### config.mk
export PLATFORM = sky130hd
export DESIGN_NAME = if_fetch_unit
export DESIGN_NICKNAME = d
export VERILOG_FILES = /design/src/rtl/if_pkg.sv /design/src/rtl/fetch_fifo.sv /design/src/rtl/if_fetch_unit.sv
export SDC_FILE = /design/constraint.sdc
export NUM_CORES = 1
export LEC_CHECK = 0
export BUFFER_PORTS_ARGS = -buffer_cell sky130_fd_sc_hd__buf_2
export CORE_MARGIN = 2
export CORE_UTILIZATION = 50
export CTS_CLUSTER_DIAMETER = 50
export DETAILED_ROUTE_END_ITERATION = 12
export GPL_TIMING_DRIVEN = 0
export HOLD_SLACK_MARGIN = 0.06
export PLACE_DENSITY = 0.74
export SYNTH_ARGS = -nofsm -noshare
export SYNTH_HDL_FRONTEND = slang
export SYNTH_SLANG_ARGS = --single-unit
### constraint.sdc
create_clock -name clk_i -period 4.3 [get_ports clk_i]
set_clock_uncertainty 0.05 [all_clocks]
set_input_delay 0.43 -clock clk_i [delete_from_list [all_inputs] [get_ports clk_i]]
set_output_delay 0.43 -clock clk_i [all_outputs]
set_load 0.1 [all_outputs]
### src/rtl/if_pkg.sv
// Shared definitions for the instruction-fetch front end.
package if_pkg;

    localparam logic [31:0] NOP_INST         = 32'h0000_0000;
    localparam logic [31:0] PC_STEP          = 32'd4;
    localparam logic [31:0] RESET_PC_DEFAULT = 32'h0000_0000;

    // One buffered fetch result: the instruction and the address it came from.
    typedef struct packed {
        logic [31:0] pc;
        logic [31:0] inst;
    } fetch_entry_t;

    // Force an address onto a word boundary.
    function automatic logic [31:0] align_word(input logic [31:0] addr);
        return addr & ~32'h0000_0003;
    endfunction

endpackage

### src/rtl/fetch_fifo.sv
// Small synchronous FIFO with clear, used both for fetched {pc, inst} entries
// and for the pc tags of in-flight requests.
module fetch_fifo #(
    parameter int unsigned DEPTH = 2,
    parameter int unsigned WIDTH = 64,
    localparam int unsigned CNT_W = $clog2(DEPTH + 1)
) (
    input  logic             clk_i,
    input  logic             rst_i,
    input  logic             clear_i,
    input  logic             push_i,
    input  logic [WIDTH-1:0] data_i,
    input  logic             pop_i,
    output logic [WIDTH-1:0] head_o,
    output logic             full_o,
    output logic             empty_o,
    output logic [CNT_W-1:0] count_o
);

    localparam int unsigned      PTR_W = (DEPTH > 1) ? $clog2(DEPTH) : 1;
    localparam logic [PTR_W-1:0] LAST  = PTR_W'(DEPTH - 1);

    logic [WIDTH-1:0] r_mem [DEPTH];
    logic [PTR_W-1:0] r_wr_ptr;
    logic [PTR_W-1:0] r_rd_ptr;
    logic [CNT_W-1:0] r_count;
    logic             w_push;
    logic             w_pop;

    function automatic logic [PTR_W-1:0] ptr_inc(input logic [PTR_W-1:0] p);
        return (p == LAST) ? '0 : p + PTR_W'(1);
    endfunction

    assign empty_o = (r_count == '0);
    assign full_o  = (r_count == CNT_W'(DEPTH));
    assign count_o = r_count;
    assign head_o  = r_mem[r_rd_ptr];
    assign w_pop   = pop_i && !empty_o;
    // A push into a full FIFO is accepted only when the head leaves in the same cycle.
    assign w_push  = push_i && (!full_o || w_pop);

    // Storage array; contents are only visible through the count, so no reset.
    always_ff @(posedge clk_i) begin
        if (w_push && !clear_i && !rst_i) begin
            r_mem[r_wr_ptr] <= data_i;
        end
    end

    // Pointers and occupancy; reset and clear both empty the FIFO.
    always_ff @(posedge clk_i) begin
        if (rst_i || clear_i) begin
            r_wr_ptr <= '0;
            r_rd_ptr <= '0;
            r_count  <= '0;
        end else begin
            if (w_push) begin
                r_wr_ptr <= ptr_inc(r_wr_ptr);
            end
            if (w_pop) begin
                r_rd_ptr <= ptr_inc(r_rd_ptr);
            end
            if (w_push && !w_pop) begin
                r_count <= r_count + CNT_W'(1);
            end else if (!w_push && w_pop) begin
                r_count <= r_count - CNT_W'(1);
            end
        end
    end

endmodule

### src/rtl/if_fetch_unit.sv
// Instruction-fetch front end: owns the fetch PC, issues requests over the
// req/gnt/rvalid handshake, buffers returned words and feeds IF/ID.
module if_fetch_unit
    import if_pkg::*;
#(
    parameter logic [31:0] RESET_PC  = RESET_PC_DEFAULT,
    parameter int unsigned BUF_DEPTH = 2
) (
    input  logic        clk_i,
    input  logic        rst_i,
    input  logic        stall_i,
    input  logic        redirect_i,
    input  logic [31:0] redirect_pc_i,
    output logic        imem_req_o,
    output logic [31:0] imem_addr_o,
    input  logic        imem_gnt_i,
    input  logic        imem_rvalid_i,
    input  logic [31:0] imem_rdata_i,
    output logic [31:0] pc_o,
    output logic [31:0] inst_o,
    output logic        flush_o
);

    localparam int unsigned CNT_W = $clog2(BUF_DEPTH + 1);

    logic [31:0]      r_fetch_pc;
    logic [CNT_W-1:0] r_stale;

    fetch_entry_t     w_head;
    fetch_entry_t     w_push_entry;
    logic [31:0]      w_tag_head;
    logic [CNT_W-1:0] w_occ;
    logic [CNT_W-1:0] w_live;
    logic             w_buf_empty;
    logic             w_buf_full;
    logic             w_tag_empty;
    logic             w_tag_full;
    logic             w_room;
    logic             w_req;
    logic             w_fire;
    logic             w_resp_live;
    logic             w_valid;
    logic             w_pop;

    // Buffered plus in-flight requests are capped so a response always finds space.
    assign w_room = (32'(w_occ) + 32'(w_live) + 32'(r_stale)) < BUF_DEPTH;
    assign w_req  = !rst_i && !redirect_i && w_room && !w_buf_full && !w_tag_full;
    assign w_fire = w_req && imem_gnt_i;

    // Responses are in order: stale ones (from before a redirect) drain first.
    assign w_resp_live = !rst_i && !redirect_i && imem_rvalid_i
                         && (r_stale == '0) && !w_tag_empty;

    assign w_valid = !rst_i && !redirect_i && !w_buf_empty;
    assign w_pop   = w_valid && !stall_i;

    assign w_push_entry = '{pc: w_tag_head, inst: imem_rdata_i};

    assign imem_req_o  = w_req;
    assign imem_addr_o = rst_i ? 32'h0 : r_fetch_pc;
    assign pc_o        = w_valid ? w_head.pc : 32'h0;
    assign inst_o      = w_valid ? w_head.inst : NOP_INST;
    assign flush_o     = !w_valid;

    // Returned instructions waiting for IF/ID.
    fetch_fifo #(
        .DEPTH (BUF_DEPTH),
        .WIDTH ($bits(fetch_entry_t))
    ) u_buf (
        .clk_i   (clk_i),
        .rst_i   (rst_i),
        .clear_i (redirect_i),
        .push_i  (w_resp_live),
        .data_i  (w_push_entry),
        .pop_i   (w_pop),
        .head_o  (w_head),
        .full_o  (w_buf_full),
        .empty_o (w_buf_empty),
        .count_o (w_occ)
    );

    // PC tags of granted requests whose responses are still wanted; its
    // occupancy is the live-request count.
    fetch_fifo #(
        .DEPTH (BUF_DEPTH),
        .WIDTH (32)
    ) u_tag (
        .clk_i   (clk_i),
        .rst_i   (rst_i),
        .clear_i (redirect_i),
        .push_i  (w_fire),
        .data_i  (r_fetch_pc),
        .pop_i   (w_resp_live),
        .head_o  (w_tag_head),
        .full_o  (w_tag_full),
        .empty_o (w_tag_empty),
        .count_o (w_live)
    );

    // Fetch PC and stale-response bookkeeping; redirect outranks everything but reset.
    always_ff @(posedge clk_i) begin
        if (rst_i) begin
            r_fetch_pc <= RESET_PC;
            r_stale    <= '0;
        end else if (redirect_i) begin
            r_fetch_pc <= align_word(redirect_pc_i);
            // Every outstanding request becomes stale; a response landing this
            // cycle has already retired one of them.
            r_stale    <= r_stale + w_live - CNT_W'(imem_rvalid_i);
        end else begin
            if (w_fire) begin
                r_fetch_pc <= r_fetch_pc + PC_STEP;
            end
            if (imem_rvalid_i && (r_stale != '0)) begin
                r_stale <= r_stale - CNT_W'(1);
            end
        end
    end

endmodule

Yosys cells after proc, flatten, opt, wreduce, memory -nomap -nowiden:

Memory sizes are Yosys's and may differ from the RTL's. A register that Yosys moved wholly into a read port is not among the register bits.
Index checks and enable logic that the tools add are counted.

* add/subtract/negate cells: 14
* $lt $le $gt $ge: 1
* eq/ne operators: 2
* muxes and demuxes: 23
* reductions and logical operators: 47

Operators with widths (number)
* 2-to-1 mux 32 bit: 5
* adder 32 x 3 -> 32 bit (second input constant): 1
* logical AND 1 bit: 23
* zero test 1 bit: 12
* 2-to-1 mux 1 bit: 12
* 2-to-1 mux 2 bit: 6
* nonzero test 2 bit: 5
* zero test 2 bit: 3
* subtractor 2 x 1 -> 2 bit (second input constant): 3
* adder 1 bit (second input constant): 4
* adder 2 x 1 -> 2 bit (second input constant): 2
* adder 3 x 2 -> 4 bit: 1
* equality test 2 bit (second input constant): 2
* < comparator 4 x 2 -> 1 bit (second input constant): 1
* adder 2 x 2 -> 3 bit: 1
* logical OR 1 bit: 3
* adder 2 bit: 1
* OR reduction 2 bit: 1
* subtractor 2 x 1 -> 2 bit: 1

* register bits: 42
* bits in writable memories: 192
* input bits: 70
* output and inout port bits: 98
* word-level logic and storage cells: 98
* memories kept: 2

Memories
* u_buf.r_mem: words 2, width 64, read ports 1, clocked after memory_dff 1, wr ports 1, RTL line fetch_fifo.sv:23 `logic [WIDTH-1:0] r_mem [DEPTH];`
* u_tag.r_mem: words 2, width 32, read ports 1, clocked after memory_dff 1, wr ports 1, RTL line fetch_fifo.sv:23

Logic depth before layout (Yosys ltp):

Gate-level depths: netlist (run 1).

* depth after elaboration: 12
* gate-level depth with buffers: 14

By module:

Synthesis (run 1) repeated with hierarchy kept, for this count alone.

* cells, all modules: 738
* area total of the unflattened synthesis: 10188.5 µm²

Modules (own cells, without submodules)
* fetch_fifo (u_buf): times used 1, cells an instance 225, area each 4870.9 µm², seq. area each 3943.8 µm²
* if_fetch_unit: times used 1, cells an instance 387, area each 2752.6 µm², seq. area each 640.6 µm²
* fetch_fifo (u_tag): times used 1, cells an instance 126, area each 2565.0 µm², seq. area each 2021.9 µm²

Least setup slack after synthesis (run 1):

No wires, ideal clock.

* kind: reg2out
* start point: reg r_stale[1]
* end point: out imem_req_o
* arrival time: 4178 ps
* data required time: 3820 ps
* slack: -358 ps
* stages on the path, launching flop included: 6
* cell sequence: dfxtp_1 -> inv_1 -> fa_1 -> inv_1 -> ha_1 -> nor4bb_1

* cells in the longest elaborated chain, start to end: 5

RTL lines
* start: declaration: RTL line if_fetch_unit.sv:27 `logic [CNT_W-1:0] r_stale;`
* start signal: assignment: RTL line if_fetch_unit.sv:109 `r_stale <= r_stale + w_live - CNT_W'(imem_rvalid_i);`
* start signal: assignment: RTL line if_fetch_unit.sv:115 `r_stale <= r_stale - CNT_W'(1);`
* adder 3 x 2 -> 4 bit: RTL line if_fetch_unit.sv:46 `assign w_room = (32'(w_occ) + 32'(w_live) + 32'(r_stale)) < BUF_DEPTH;`
* < comparator 4 x 2 -> 1 bit: RTL line if_fetch_unit.sv:46
* logical AND 1 bit (3 in a row): RTL line if_fetch_unit.sv:47 `assign w_req = !rst_i && !redirect_i && w_room && !w_buf_full && !w_tag_full;`
* end: declaration: RTL line if_fetch_unit.sv:14 `output logic imem_req_o,`

No other way between the ends.

Final worst setup path (run 1):

* start point: reg r_stale[1]
* end point: mem u_tag.r_mem[0][17], enable pin

* cells in the longest elaborated chain, start to end: 11
* elaborated cells on any way between the ends: 16
* classes of those cells: add/sub (1); order compare (1); mux (2); reduce/logical (12)

RTL lines
* adder 3 x 2 -> 4 bit: RTL line if_fetch_unit.sv:46
* < comparator 4 x 2 -> 1 bit: RTL line if_fetch_unit.sv:46
* logical AND 1 bit (3 in a row): RTL line if_fetch_unit.sv:47
* logical AND 1 bit: RTL line if_fetch_unit.sv:48 `assign w_fire = w_req && imem_gnt_i;`
* logical AND 1 bit *: RTL line fetch_fifo.sv:40 `assign w_push = push_i && (!full_o || w_pop);`
* logical AND 1 bit * (2 in a row): RTL line fetch_fifo.sv:44 `if (w_push && !clear_i && !rst_i) begin`
* 2-to-1 mux 1 bit *: RTL line fetch_fifo.sv:44
* 2-to-1 mux 1 bit (not written as such) *: RTL line fetch_fifo.sv:45 `r_mem[r_wr_ptr] <= data_i;`
* end: declaration: RTL line fetch_fifo.sv:23

Every way passes the cells marked *; elsewhere a longest branch is shown, timed or not.

==> flow_summary_export.csv, run 1 <==
group,metric,value,unit
clock_tree,clk_pin_slew,0.06,ns
die,ioPinCount,168,
clock_tree,clockRootBuffer,"clkbuf_16",
clock_tree,post_cts_resized,0,
die,die_area,0.02008,sq mm
synthesis,ys_warn_count,0,
die,start_util,50.87,%
synthesis,avgSynthCellArea,13.70,sq um
flow_run,drv_cap,0,
finish,area_growth,23.90,%
clock_tree,cts_sinks,226,
detailed_routing,drt_wl_total,20700,um
synthesis,yosysMostFrequentCell,"edfxtp_1",
synthesis,synthFlopType,"edfxtp_1",
synthesis,syn-instance-count,692,
critical_path,path_buf_inv,4,
synthesis,yosysTopAreaCell,"edfxtp_1",
critical_path,slowest_delay,0.79,ns
finish,nets,991,
sta,fin_ws,0.5194,ns
detailed_routing,drc_errors,0,
detailed_routing,vias_per_cell,5.436,
global_route,antenna_found_initial,0,
finish,fin_util,63.02,%
sta,hold_ws,0.07561,ns
clock_tree,cts_max_path_buffers,3,
critical_path,slowest_stage,"nor2_4",
global_route,grt_pass1_vias,6170,
detailed_routing,drtIter0Drc,357,
synthesis,ys_ff_latch,226,
global_route,grt_use_total,20.39,%
sta,finalCriticalPeriod,3.781,ns
clock_tree,cts_tree,"built",
synthesis,synth_area,0.009483,sq mm
synthesis,seq_area_frac_synth,67.13,%
power,p_leak,4.289,nW
global_route,grt_pass1_wl,32110,um
clock_tree,clkLatencyLatePin,0.51,ns
placed_design,dp.final_hpwl,13980,um
synthesis,synth_cell_type_count,53,
min_path,hp-class,"in -> reg",
critical_path,path_class,"reg -> reg",
detailed_routing,wire_per_inst,17.80,um
critical_path,crit_family,"simple AND/OR/NAND/NOR gates",
clock_tree,postCtsSetupBuffers,0,
finish,drive_gt1_share,27.13,%
sta,max_freq,264.5,MHz
die,fp-row-count,50,
detailed_routing,num_vias,6322,
clock_tree,htree_levels,1,
finish,antennaDiodeCount,0,
synthesis,synthTopCellsByArea,"edfxtp_1 58%, dfxtp_1 8.9%, mux2i_1 6.5%, nor2_1 3.6%, mux2_2 3.6%",
critical_path,critPathArrivalTime,3.85,ns
run_status,status,"complete, no violations",
sta,finalCritPeriodShare,87.92,%
placed_design,gp_congestion,0.9126,
power,ir_worst_vdd,0.2132,mV
sta,rsz0062_at_grt,"no",
critical_path,path_max_fanout,30,
placed_design,place_area,0.01065,sq mm
critical_path,crit_chain,"inv_1 > fa_1 > inv_1 > ha_1 > nand4bb_1 > or4_4 > buf_6 > clkbuf_1 > nor2_4",
clock_tree,numCtsBuffers,24,
placed_design,port-buffer-count,160,
critical_path,cp_common_cell,"inv_1",
synthesis,async_flop_share,0,%
die,fp.dieW,141.7,um
synthesis,netlist_top_cells_count,"184 x edfxtp_1, 92 x nor2_1, 62 x mux2i_1",
sta,report.final.slew_viol_count,0,
sta,worst_pin_slew,1.357,ns
placed_design,place_ws,0.1183,ns
critical_path,cp-end-kind,"flop",
global_route,grt_overflow_total,0,
detailed_routing,drtPass1Iterations,5,
finish,final_cell_count_no_fill,1163,
clock_tree,holdBufCountCts,29,
sta,setup_violations,0,
sta,slew_headroom,8.936,%
die,die_y,141.7,um
die,core_area,0.01864,sq mm
detailed_routing,drtAntennaViolNets,0,
synthesis,synth_edf_count,184,
power,p_per_area,414.2,mW/mm^2
critical_path,crit_required,4.37,ns
global_route,grt_max_degree,63,
finish,final_cell_area,0.01175,sq mm
placed_design,dp.cells,1091,
synthesis,synth_top_area_share,58.27,%
sta,hold_violations,0,
critical_path,critPathLaunchType,"flop",
## power breakdown
group / internal (W) / switching, W / total, W
clock: 0.00127 / 0.000805 / 0.00207
combinational: 0.000114 / 0.000233 / 0.000347
sequential: 0.00240 / 0.0000440 / 0.00244
total: 0.00378 / 0.00108 / 0.00487
## stage by stage
step	total power, W	TNS, ns
after CTS	0.004899	0
after detailed placement	0.002812	0
after floorplan	0.002710	0
final	0.004866	0
after global placement	0.002803	-27.58
after global routing	0.005018	0
## area by class of cell
class | count | area, sq um
Inverter | 12 | 50.05
Buffer | 39 | 198.9
Tap cell | 234 | 292.8
Fill cell | 1404 | 6894
Clock buffer | 32 | 661.9
Multi-Input combinational cell | 418 | 2904
Clock inverter | 11 | 143.9
Timing Repair Buffer | 191 | 1131
Sequential cell | 226 | 6366
## kinds of logic (layout without fill, tap and decap cells)
family | after synthesis | count (layout) | synth area share, %
muxes | 94 | 94 | 10.34
DFF | 226 | 226 | 67.13
xor gates and xnor gates | 21 | 21 | 1.940
AOI/OAI and AO/OA | 74 | 74 | 5.252
buffers and inverters | 51 | 285 | 2.626
other | 1 | 4 | 0.03955
adders and majority gates | 9 | 9 | 1.267
and+or+nand+nor | 216 | 216 | 11.40
## layout by cell type (no fill, tap or decap), types with 6 or more instances in the layout
master / netlist / layout
nand4_1: 14 / 14
mux2_2: 30 / 30
o21ai_0: 15 / 15
dfxtp_1: 42 / 42
mux2i_1: 62 / 62
nand3_1: 13 / 13
buf_2: 0 / 160
inv_1: 11 / 11
clkbuf_16: 0 / 25
nor3_1: 6 / 6
dlygate4sd3_1: 0 / 29
nor2_1: 92 / 91
ha_1: 8 / 8
edfxtp_1: 184 / 184
nand2_1: 24 / 24
nor2b_1: 32 / 31
a21oi_1: 17 / 17
clkbuf_1: 28 / 34
a31oi_1: 9 / 9
xor2_1: 16 / 16
## sequential cells by signal, indices dropped and copies added (netlist names), 2 cells and up, named ones only
signal	flops
r_stale	2
u_tag.count_o	2
u_buf.count_o	2
u_buf.r_mem	124
r_fetch_pc	30
u_tag.r_mem	60
## final timing paths
| path | cells after the start | slack (ns) | startpoint | end |
|---|---|---|---|---|
| min | 1 | 0.08 | imem_rdata_i[22] | u_buf.r_mem[1][22] |
| min reg2reg | 2 | 0.46 | u_tag.r_rd_ptr | u_tag.r_rd_ptr |
| max | 9 | 0.52 | r_stale[1] | u_tag.r_mem[0][17] |
| max reg2reg | 9 | 0.52 | r_stale[1] | u_tag.r_mem[0][17] |
## routing by layer
| layer | global-route usage (%) | part of all wire (%) |
|---|---|---|
| met5 | 0 | 0 |
| met4 | 6.316 | 1.9 |
| met3 | 4.117 | 7.2 |
| met2 | 33.80 | 48 |
| met1 | 27.34 | 43 |
No activity file was read; power rests on OpenSTA's default activity.
==> inputs of run 2 (changes only) <==
==> constraint.sdc (replaced) <==
create_clock -name clk_i -period 4.3 [get_ports clk_i]
set_clock_uncertainty 0.05 [all_clocks]
set_input_delay 0.215 -clock clk_i [delete_from_list [all_inputs] [get_ports clk_i]]
set_output_delay 0.215 -clock clk_i [all_outputs]
set_load 0.1 [all_outputs]
==> run 2 against run 1 <==
Against the previous run:
- hold slack improved by 0.063 ns
- sequential power about the same
- non-clock buffer count increased by 36
- power up 0.50%
- flip-flop and latch count unchanged
- routed wire length is 2.1% higher
- final cell count rose by 3.1%
- critical path depth is 2 higher
- largest power group unchanged
==> flow_summary_export.csv, run 2 (same netlist as run 1, synthesis figures left out) <==
group,metric,value,unit
global_route,grt_use_total,20.88,%
clock_tree,numCtsBuffers,24,
finish,regMostFlops,"u_buf.r_mem",
finish,largest_reg_flops,124,
critical_path,r2r_cells,11,
sta,hold_violations,0,
finish,area_growth,27.69,%
global_route,met3_usage,3.949,%
detailed_routing,num_vias,6505,
detailed_routing,drt_wl_total,21140,um
die,fp-row-count,50,
critical_path,crit_family,"buffers and inverters",
detailed_routing,drtPass1Iterations,4,
critical_path,slowest_delay,0.57,ns
power,p_seq_share,50.0,%
power,internal_power,0.003805,W
global_route,grt_pass1_vias,6435,
placed_design,port-buffer-count,160,
detailed_routing,drc_errors,0,
critical_path,cp_common_cell,"inv_1",
placed_design,dp.final_hpwl,13980,um
detailed_routing,vias_per_cell,5.425,
critical_path,path_class,"reg -> reg",
global_route,use_met2,35.39,%
die,fp.dieW,141.7,um
sta,report.final.slew_viol_count,0,
sta,fin_ws,0.4685,ns
power,ir_worst_vdd,0.2122,mV
detailed_routing,wire_per_inst,17.63,um
sta,finalCritPeriodShare,89.10,%
sta,worst_pin_slew,1.350,ns
die,start_util,50.87,%
clock_tree,cts_sinks,226,
sta,setup_violations,0,
critical_path,crit_end,"r_fetch_pc[31]",
finish,layout_common_cells,"184 x edfxtp_1, 160 x buf_2, 91 x nor2_1",
critical_path,crit_required,4.65,ns
critical_path,cp-end-kind,"flop",
critical_path,r2r-end,"r_fetch_pc[31]",
critical_path,critPathLaunchType,"flop",
clock_tree,holdBufCountCts,65,
clock_tree,postCtsSetupBuffers,0,
critical_path,path_max_fanout,10,
power,p_leak,4.444,nW
power,pwr-share-clk,42.4,%
clock_tree,clkLatencyLatePin,0.51,ns
global_route,grt_use_met1,27.50,%
critical_path,path_buf_inv,5,
power,p_per_area,403.8,mW/mm^2
sta,max_freq,261.0,MHz
clock_tree,clk_pin_slew,0.06,ns
global_route,grt_overflow_total,0,
sta,finalCriticalPeriod,3.831,ns
die,core_area,0.01864,sq mm
clock_tree,htree_levels,1,
die,ioPinCount,168,
global_route,busiest_layer,"met2",
global_route,grt_pass1_wl,32890,um
sta,rsz0062_at_grt,"no",
run_status,status,"complete, no violations",
clock_tree,post_cts_resized,0,
power,switchingPower,0.001085,W
placed_design,place_ws,0.1183,ns
critical_path,crit_path_start,"r_stale[1]",
flow_run,drv_cap,0,
finish,antennaDiodeCount,0,
die,die_y,141.7,um
die,die_area,0.02008,sq mm
min_path,hp-class,"in -> reg",
clock_tree,cts_tree,"built",
global_route,grt_max_degree,63,
finish,drive_gt1_share,26.11,%
power,swShare,22.18,%
finish,n_fill_cell,1356,
critical_path,reg2reg_from,"r_stale[1]",
clock_tree,clockRootBuffer,"clkbuf_16",
critical_path,critPathArrivalTime,4.18,ns
critical_path,crit_chain,"inv_1 > fa_1 > inv_1 > ha_1 > nand4bb_1 > or4_4 > buf_6 > clkbuf_1 > o311ai_0 > nand3_1 > dlygate4sd3_1",
finish,layout_commonest_cell,"edfxtp_1",
placed_design,gp_congestion,0.9126,
critical_path,worst-path-stages,11,
power,comb_power_share,7.6,%
critical_path,r2r_slack,0.47,ns
global_route,antenna_found_initial,0,
detailed_routing,drtIter0Drc,390,
clock_tree,cts_max_path_buffers,3,
sta,slew_headroom,9.379,%
critical_path,slowest_stage,"dlygate4sd3_1",
finish,fin_util,64.95,%
finish,nets,1027,
finish,reg.largest.list,"u_buf.r_mem: 124 flops, u_tag.r_mem: 60 flops, r_fetch_pc: 30 flops",
detailed_routing,drtAntennaViolNets,0,
## run 2: cell types whose count changed in the layout (fill, tap and decap cells not counted)
| cell | delta |
|---|---|
| dlygate4sd3_1 | +36 |
## run 2: worst min-delay path by stage
stage,from,end,slack [ns],depth (start not counted)
6_report,redirect_i,r_fetch_pc[14],0.14,5
5_1_grt,redirect_i,r_fetch_pc[14],0.12,5
4_1_cts,redirect_i,r_fetch_pc[14],0.10,5
3_5_place_dp,imem_rdata_i[29],u_buf.r_mem[1][29],0.36,1
3_3_place_gp,imem_rdata_i[10],u_buf.r_mem[1][10],0.35,1
2_1_floorplan,imem_rdata_i[0],u_buf.r_mem[0][0],0.26,0
## run 2: per-stage QoR
stage	hold WS, ns	instance area [sq um]	power (W)	cells	setup TNS [ns]
after floorplan	0.2639	9503	0.002710	695	0
after global placement	0.3528	10600	0.002803	1089	-20.87
after detailed placement	0.3561	10650	0.002812	1091	0
after CTS	0.1025	12110	0.004924	1199	0
after global routing	0.1184	12110	0.005045	1199	0
final	0.1383	12110	0.004890	1199	0
## run 2: worst min-delay path, cell delays in order
cell and delay (ns):
buf_6 0.10, inv_1 0.08, nand2_1 0.07, mux2_1 0.13, a21oi_1 0.06
## run 2: per-layer routing
| metal | vias up | share of wire, % | wire [um] |
|---|---|---|---|
| met5 | - | 0 | 0 |
| met4 | 0 | 1.9 | 398 |
| met3 | 40 | 7.2 | 1516 |
| met2 | 286 | 48 | 10200 |
| met1 | 3093 | 43 | 9030 |
| li1 | 3086 | - | - |
## run 2: power groups by stage
stage | sequential (W) | clock, W | combinational, W
floorplan | 0.00247 | 0 | 0.000237
global placement | 0.00249 | 0 | 0.000314
detailed placement | 0.00249 | 0 | 0.000322
CTS | 0.00244 | 0.00211 | 0.000370
global route | 0.00245 | 0.00220 | 0.000397
finish | 0.00244 | 0.00207 | 0.000373
## run 2: final cells by class
class	count	area, sq um	area share, %
timing repair buffer	227	1491	12.32
multi-input combinational	418	2904	23.98
buffer	39	198.9	1.643
tap	234	292.8	2.418
inverter	12	50.05	0.4133
clock inverter	11	143.9	1.188
clock buffer	32	661.9	5.466
sequential	226	6366	52.57
==> inputs of run 3 (changes only) <==
--- a/config.mk
+++ b/config.mk
@@ -13,6 +13,7 @@
 export GPL_TIMING_DRIVEN = 0
 export HOLD_SLACK_MARGIN = 0.06
 export PLACE_DENSITY = 0.74
+export REMOVE_ABC_BUFFERS = 1
 export SYNTH_ARGS = -nofsm -noshare
 export SYNTH_HDL_FRONTEND = slang
 export SYNTH_SLANG_ARGS = --single-unit
==> run 3 against run 2 <==
Against the previous run:
- hold slack worse by 0.054 ns
- cell area down 1.4%
- fmax up 4.4%
- global-route usage down 0.83 points
- flip-flop and latch count unchanged
- highest routed layer unchanged
==> flow_summary_export.csv, run 3 (same netlist as run 1, synthesis figures left out) <==
group,metric,value,unit
sta,worst_pin_slew,1.126,ns
flow_run,drv_cap,0,
critical_path,crit_required,4.38,ns
clock_tree,clockRootBuffer,"clkbuf_16",
clock_tree,clkLatencyLatePin,0.50,ns
critical_path,path_max_fanout,30,
clock_tree,postCtsSetupBuffers,0,
die,core_area,0.01864,sq mm
power,power,0.004745,W
finish,regMostFlops,"u_buf.r_mem",
critical_path,worst-path-stages,8,
critical_path,crit_family,"simple AND/OR/NAND/NOR gates",
min_path,hp-class,"in -> reg",
detailed_routing,drt_wl_total,20420,um
global_route,grt_pass1_wl,31860,um
critical_path,crit_chain,"inv_1 > fa_1 > inv_1 > ha_1 > nand4bb_1 > or4_4 > clkinv_4 > and2_2",
critical_path,r2r_cells,8,
global_route,antenna_found_initial,0,
finish,reg.largest.list,"u_buf.r_mem: 124 flops, u_tag.r_mem: 60 flops, r_fetch_pc: 30 flops",
power,comb_power_share,7.5,%
critical_path,slowest_stage,"and2_2",
die,fp.dieW,141.7,um
power,p_leak,4.368,nW
critical_path,r2r-end,"u_tag.r_mem[1][14]",
die,start_util,50.87,%
global_route,grt_overflow_total,0,
critical_path,slowest_delay,0.71,ns
power,swShare,22.80,%
finish,fin_util,64.05,%
critical_path,critPathArrivalTime,3.75,ns
sta,slew_headroom,24.91,%
detailed_routing,drc_errors,0,
finish,largest_reg_flops,124,
global_route,grt_pass1_vias,6225,
sta,finalCritPeriodShare,85.36,%
detailed_routing,drtAntennaViolNets,0,
placed_design,port-buffer-count,161,
critical_path,cp-end-kind,"flop",
critical_path,critPathLaunchType,"flop",
finish,layout_common_cells,"184 x edfxtp_1, 161 x buf_2, 91 x nor2_1",
clock_tree,holdBufCountCts,60,
placed_design,gp_congestion,0.8229,
clock_tree,cts_sinks,226,
detailed_routing,drtIter0Drc,346,
global_route,grt_max_degree,60,
critical_path,r2r_slack,0.63,ns
finish,antennaDiodeCount,0,
sta,setup_violations,0,
power,internal_power,0.003663,W
detailed_routing,wire_per_inst,17.60,um
clock_tree,htree_levels,1,
power,p_seq_share,51.5,%
power,switchingPower,0.001082,W
die,die_y,141.7,um
sta,hold_violations,0,
finish,layout_commonest_cell,"edfxtp_1",
critical_path,crit_path_start,"u_buf.count_o[1]",
critical_path,path_buf_inv,3,
power,ir_worst_vdd,0.2500,mV
placed_design,dp.final_hpwl,12770,um
critical_path,crit_end,"u_tag.r_mem[1][14]",
finish,drive_gt1_share,27.11,%
global_route,grt_use_total,20.05,%
clock_tree,cts_max_path_buffers,3,
clock_tree,numCtsBuffers,24,
die,ioPinCount,168,
detailed_routing,drtPass1Iterations,5,
finish,nets,988,
detailed_routing,vias_per_cell,5.424,
sta,fin_tns_setup,0,ns
critical_path,path_class,"reg -> reg",
detailed_routing,num_vias,6292,
clock_tree,cts_tree,"built",
critical_path,cp_common_cell,"inv_1",
finish,area_growth,25.91,%
critical_path,reg2reg_from,"u_buf.count_o[1]",
die,die_area,0.02008,sq mm
run_status,status,"complete, no violations",
die,fp-row-count,50,
power,p_per_area,397.4,mW/mm^2
sta,finalCriticalPeriod,3.670,ns
clock_tree,clk_pin_slew,0.06,ns
sta,max_freq,272.4,MHz
power,pwr-share-clk,41.1,%
clock_tree,post_cts_resized,0,
sta,rsz0062_at_grt,"no",
sta,report.final.slew_viol_count,0,
run 3: area by class of cell:
class                   instances  area, sq um
clock inverters                11        67.56
repair buffers                227         1556
well taps                     234        292.8
flip-flops and latches        226         6371
inverters                      12        50.05
clock buffers                  32        693.2
fillers                      1392         6703
multi-input cells             418         2909
run 3: tightest hold or removal path, delay by kind of cell:
kind                   cells  cell delay [ns]
AO/OA/AOI/OAI              2             0.27
buffers and inverters      1             0.10
run 3: metal layers:
metal | global-route usage, % | part of all wire [%] | up-vias
met2 | 34.13 | 48 | 235
met1 | 25.90 | 42 | 2994
li1 | - | - | 3011
met4 | 8.421 | 3.8 | 0
met3 | 2.902 | 6.3 | 52
met5 | 0 | 0 | -
run 3: through the flow:
step	hold slack, ns	worst slack (ns)	std cells	instance area (sq um)
after detailed placement	0.3566	0.6123	1057	10580
after CTS	0.06566	0.6139	1160	11940
after global routing	0.1056	0.4381	1160	11940
after global placement	0.3528	-2.632	1051	10390
after floorplan	0.2296	-1.510	656	9295
final	0.08401	0.6295	1160	11940
run 3: power by group through the flow:
stage	Combinational (W)	Clock [W]	Sequential (W)
finish	0.000354	0.00195	0.00244
global route	0.000380	0.00209	0.00245
CTS	0.000354	0.00199	0.00244
detailed placement	0.000310	0	0.00249
global placement	0.000299	0	0.00249
floorplan	0.000217	0	0.00247
run 3: worst min-delay path by stage:
stage                                start                 end  slack (ns)  cells after the start
after detailed placement  imem_rdata_i[22]  u_buf.r_mem[0][22]        0.36                      1
after CTS                 redirect_pc_i[4]       r_fetch_pc[4]        0.07                      3
after global placement    imem_rdata_i[28]  u_buf.r_mem[1][28]        0.35                      1
after global routing      redirect_pc_i[4]       r_fetch_pc[4]        0.11                      3
after floorplan                      rst_i      r_fetch_pc[15]        0.23                      1
final                     redirect_pc_i[4]       r_fetch_pc[4]        0.08                      3
